## config.mk

```make
export PLATFORM = sky130hd
export DESIGN_NAME = round_ctrl
export DESIGN_NICKNAME = d
export VERILOG_FILES = /design/src/rtl/round_ctrl.sv
export SDC_FILE = /design/constraint.sdc
export NUM_CORES = 1
export LEC_CHECK = 0
export CAP_MARGIN = 5
export CORE_ASPECT_RATIO = 0.8
export CORE_MARGIN = 4
export CORE_UTILIZATION = 30
export DETAILED_ROUTE_END_ITERATION = 8
export PLACE_DENSITY_LB_ADDON = 0.12
export REMOVE_ABC_BUFFERS = 1
export SLEW_MARGIN = 20
export SYNTH_ARGS = -nofsm -noshare
export SYNTH_HDL_FRONTEND = slang
export SYNTH_SLANG_ARGS = --single-unit
```

## constraint.sdc

```tcl
create_clock -name clkt -period 4.1 [get_ports clkt]
set_clock_uncertainty 0.1 [all_clocks]
set_input_delay 1.025 -clock clkt [delete_from_list [all_inputs] [get_ports clkt]]
set_output_delay 1.025 -clock clkt [all_outputs]
set_load 0.03 [all_outputs]
```

## src/rtl/round_ctrl.sv

```systemverilog
// Round controller for a timed quiz game: sequences rounds, tracks score.
// Optional freeze input enabled by defining ROUND_CTRL_PAUSE_EN.
module round_ctrl #(
    parameter int P_ROUNDS = 5,
    parameter int P_W      = 4
) (
    input  logic           clkt,
    input  logic           R,
    input  logic           start,
    input  logic           done,
    input  logic           hit,
    input  logic           end_time,
`ifdef ROUND_CTRL_PAUSE_EN
    input  logic           pause,
`endif
    output logic           en_t,
    output logic           rst_t,
    output logic [P_W-1:0] round,
    output logic [P_W-1:0] score,
    output logic           playing,
    output logic           timeout,
    output logic           fin
);

    typedef enum logic [2:0] {
        S_IDLE,
        S_SETUP,
        S_PLAY,
        S_CHECK,
        S_TOUT,
        S_FINISH
    } state_t;

    localparam logic [P_W-1:0] LAST_RND  = P_W'(P_ROUNDS - 1);
    localparam logic [P_W-1:0] MAX_SCORE = P_W'(P_ROUNDS);

    state_t         state_q, state_d;
    logic [P_W-1:0] round_q, round_d;
    logic [P_W-1:0] score_q, score_d;
    logic           hit_q, hit_d;
    logic           frz;

`ifdef ROUND_CTRL_PAUSE_EN
    assign frz = pause;
`else
    assign frz = 1'b0;
`endif

    // State, round, score and latched answer registers
    always_ff @(posedge clkt or posedge R) begin
        if (R) begin
            state_q <= S_IDLE;
            round_q <= '0;
            score_q <= '0;
            hit_q   <= 1'b0;
        end else begin
            state_q <= state_d;
            round_q <= round_d;
            score_q <= score_d;
            hit_q   <= hit_d;
        end
    end

    // Next-state logic; round advance is shared by CHECK and TOUT
    always_comb begin
        state_d = state_q;
        round_d = round_q;
        score_d = score_q;
        hit_d   = hit_q;
        unique case (state_q)
            S_IDLE, S_FINISH: begin
                if (start) begin
                    state_d = S_SETUP;
                    round_d = '0;
                    score_d = '0;
                    hit_d   = 1'b0;
                end
            end
            S_SETUP: state_d = S_PLAY;
            S_PLAY: begin
                if (!frz) begin
                    if (done) begin
                        state_d = S_CHECK;
                        hit_d   = hit;
                    end else if (end_time) begin
                        state_d = S_TOUT;
                    end
                end
            end
            S_CHECK, S_TOUT: begin
                if (state_q == S_CHECK && hit_q && score_q < MAX_SCORE) begin
                    score_d = score_q + P_W'(1);
                end
                if (round_q >= LAST_RND) begin
                    state_d = S_FINISH;
                end else begin
                    state_d = S_SETUP;
                    round_d = round_q + P_W'(1);
                end
            end
            default: state_d = S_IDLE;
        endcase
    end

    // Moore output decode; a pause only gates the time counter enable
    always_comb begin
        en_t    = 1'b0;
        rst_t   = 1'b0;
        playing = 1'b0;
        timeout = 1'b0;
        fin     = 1'b0;
        unique case (state_q)
            S_IDLE:   rst_t = 1'b1;
            S_SETUP:  rst_t = 1'b1;
            S_PLAY: begin
                en_t    = !frz;
                playing = 1'b1;
            end
            S_CHECK:  ;
            S_TOUT:   timeout = 1'b1;
            S_FINISH: begin
                rst_t = 1'b1;
                fin   = 1'b1;
            end
            default:  rst_t = 1'b1;
        endcase
    end

    assign round = round_q;
    assign score = score_q;

endmodule

```

==> results.json <==
{
  "outcome": "finished, final reports clean",
  "yosys.cell_types.count": 31,
  "cap_viol_max_count": 0,
  "drt_iter0_drc": 10,
  "grt_use_total_pct": 10.4,
  "final_design_area_no_fill_um2": 940,
  "hp-start": "round[0]$_DFFE_PP0P_",
  "power_mw": 0.644,
  "num_rows": 15,
  "clockBufferDepth": 2,
  "setup_viol": 0,
  "tritoncts": "yes",
  "final_cells": 114,
  "viasPerCell": 4.95,
  "gr-total-overflow": 0,
  "place_congestion": 0.707,
  "core_um2": 2250,
  "min_path_cells": 1,
  "synth_edf_count": 0,
  "finalCriticalPeriod_ns": 3.03,
  "postCtsHoldBufs": 0,
  "r2r_cells": 3,
  "hpwl_um": 1200,
  "die_w_um": 63.5,
  "grt_first_pass_wirelength_um": 2530,
  "start_util_pct": 32.8,
  "pre_cts_slack_ns": 1.37,
  "worst-r2r-setup-slack_ns": 2.67,
  "r2r_start": "state_q[0]$_DFFE_PP0P_",
  "timing.rr.end": "round[1]$_DFFE_PP0P_",
  "relSlewSlack_pct": 69.1,
  "first_global_vias": 544,
  "yosys_warnings": 0,
  "synth_top_cell_by_area": "dfrtp_1",
  "wirelength_um": 1510,
  "num_vias": 564,
  "fin_nets": 100,
  "antenna_found_initial": 0,
  "crit_required_ns": 2.97,
  "dieArea_um2": 3330,
  "rsz0062_at_grt": "false",
  "synth_top_cell_area_share_pct": 40.6,
  "htree_levels": 1,
  "path_class": "register to output pin",
  "ys_seq_elements": 12,
  "layout_commonest_cell": "clkdlybuf4s50_1",
  "leakage_nw": 0.419,
  "insertedDiodeCount": 0,
  "dp.cells": 111,
  "fmax_mhz": 330,
  "grt_start_max_net_pins": 13,
  "yosysSeqAreaShare_pct": 40.6,
  "final_antenna_net_count": 0,
  "critPathCaptureType": "output pin",
  "final_layout_size_suffix_gt1_share_pct": 10.1,
  "layout_common_cells": "clkdlybuf4s50_1 (18), dfrtp_1 (12), inv_1 (8)",
  "vdd_ir_drop_max_uv": 294,
  "cts_root_buf": "clkbuf_4",
  "whs_endpoint": "round[0]$_DFFE_PP0P_",
  "maxSlewViolCount": 0,
  "yosys-top-cells-area": "dfrtp_1 (41%), mux2i_1 (5.4%), ha_1 (5.1%)",
  "fin_tns_setup_ns": 0,
  "netlist_area_um2": 739,
  "postLayoutCoreUtil_pct": 41.7,
  "cts.repair.resized": 0,
  "first_pass_iters": 4,
  "whs_ns": 0.413,
  "ys.flop_type": "dfrtp_1",
  "syn_inst": 72,
  "cp_max_fo": 10,
  "cts_sinks": 12,
  "setup_ws_ns": 1.07,
  "cts_setup_buffers": 0,
  "syn_area_per_cell_um2": 10.3,
  "port_buffers": 18,
  "placed_area_um2": 917,
  "die_h_um": 52.4,
  "area_growth_pct": 27.1,
  "tightest_slew_ns": 0.463,
  "cp.arrival_ns": 1.90,
  "ioPinCount": 19,
  "fin_crit_sh_pct": 73.8,
  "p_per_area_nw_per_um2": 686,
  "worst_setup_path_start_kind": "register",
  "clkTransAtPathRegs_ns": 0.07,
  "hold_path.class": "register to register",
  "cts_inserted_buffers": 3,
  "drcViolationCount": 0,
  "async_flop_share_pct": 100,
  "clock_latency_ns": 0.27,
  "hold_viol_final": 0,
  "wl_per_cell_um": 13.2
}
==> layer usage <==
metal	track usage [%]	up-vias	routed length (um)
met3	4.94	2	77
met2	15.4	9	682
met5	0	-	0
met4	3.23	0	8
met1	13.2	262	739
li1	-	291	-
==> cells in the mapped netlist, types with 2 or more instances <==
cell	number
dfrtp_1	12
inv_1	8
o21ai_0	7
mux2i_1	4
nand2b_1	4
a21oi_1	3
buf_4	3
ha_1	3
nor2_1	3
nand2_1	2
nor2b_1	2
o21a_1	2
==> registers in the layout, indices dropped and copies added (netlist names) <==
register,count
hit_q,1
state_q,3
round,4
score,4
==> power breakdown <==
group	switching [mW]	internal, mW	leakage [nW]
sequential	0.0560	0.156	0.159
combinational	0.205	0.156	0.246
clock	0.0369	0.0340	0.0138
total	0.298	0.346	0.419
==> kinds of logic (layout without fill, tap and decap cells) <==
| group | Yosys count | after routing | share of synthesized area, % |
|---|---|---|---|
| buf+inv | 12 | 29 | 8.63 |
| compound gates | 22 | 22 | 23.0 |
| mux | 4 | 4 | 5.41 |
| simple gates | 18 | 18 | 16.1 |
| xor+xnor | 1 | 1 | 1.18 |
| fa+ha+maj | 3 | 3 | 5.08 |
| flops | 12 | 12 | 40.6 |
==> critical path, cell delays in order, from the launching register on <==
cell and delay, ns:
dfrtp_1 0.48, nand2b_1 0.23, nor2_1 0.21, clkdlybuf4s50_1 0.71
==> worst max path at each step <==
stage | from | end | slack [ns]
after detailed placement | state_q[2]$_DFFE_PP0P_ | playing | 1.37
after global placement | state_q[2]$_DFFE_PP0P_ | en_t | 1.42
after floorplan | state_q[2]$_DFFE_PP0P_ | en_t | 1.53
after CTS | state_q[2]$_DFFE_PP0P_ | playing | 1.07
final | state_q[2]$_DFFE_PP0P_ | playing | 1.07
after global routing | state_q[2]$_DFFE_PP0P_ | en_t | 0.98
==> layout make-up <==
cell class,instances,area [um^2]
inverters,8,30.0
flip-flops and latches,12,300
repair buffers,18,180
fillers,226,1310
multi-input cells,48,375
well taps,25,31.3
clock buffers,3,22.5
Note: power is estimated with default switching activity, not from simulation.
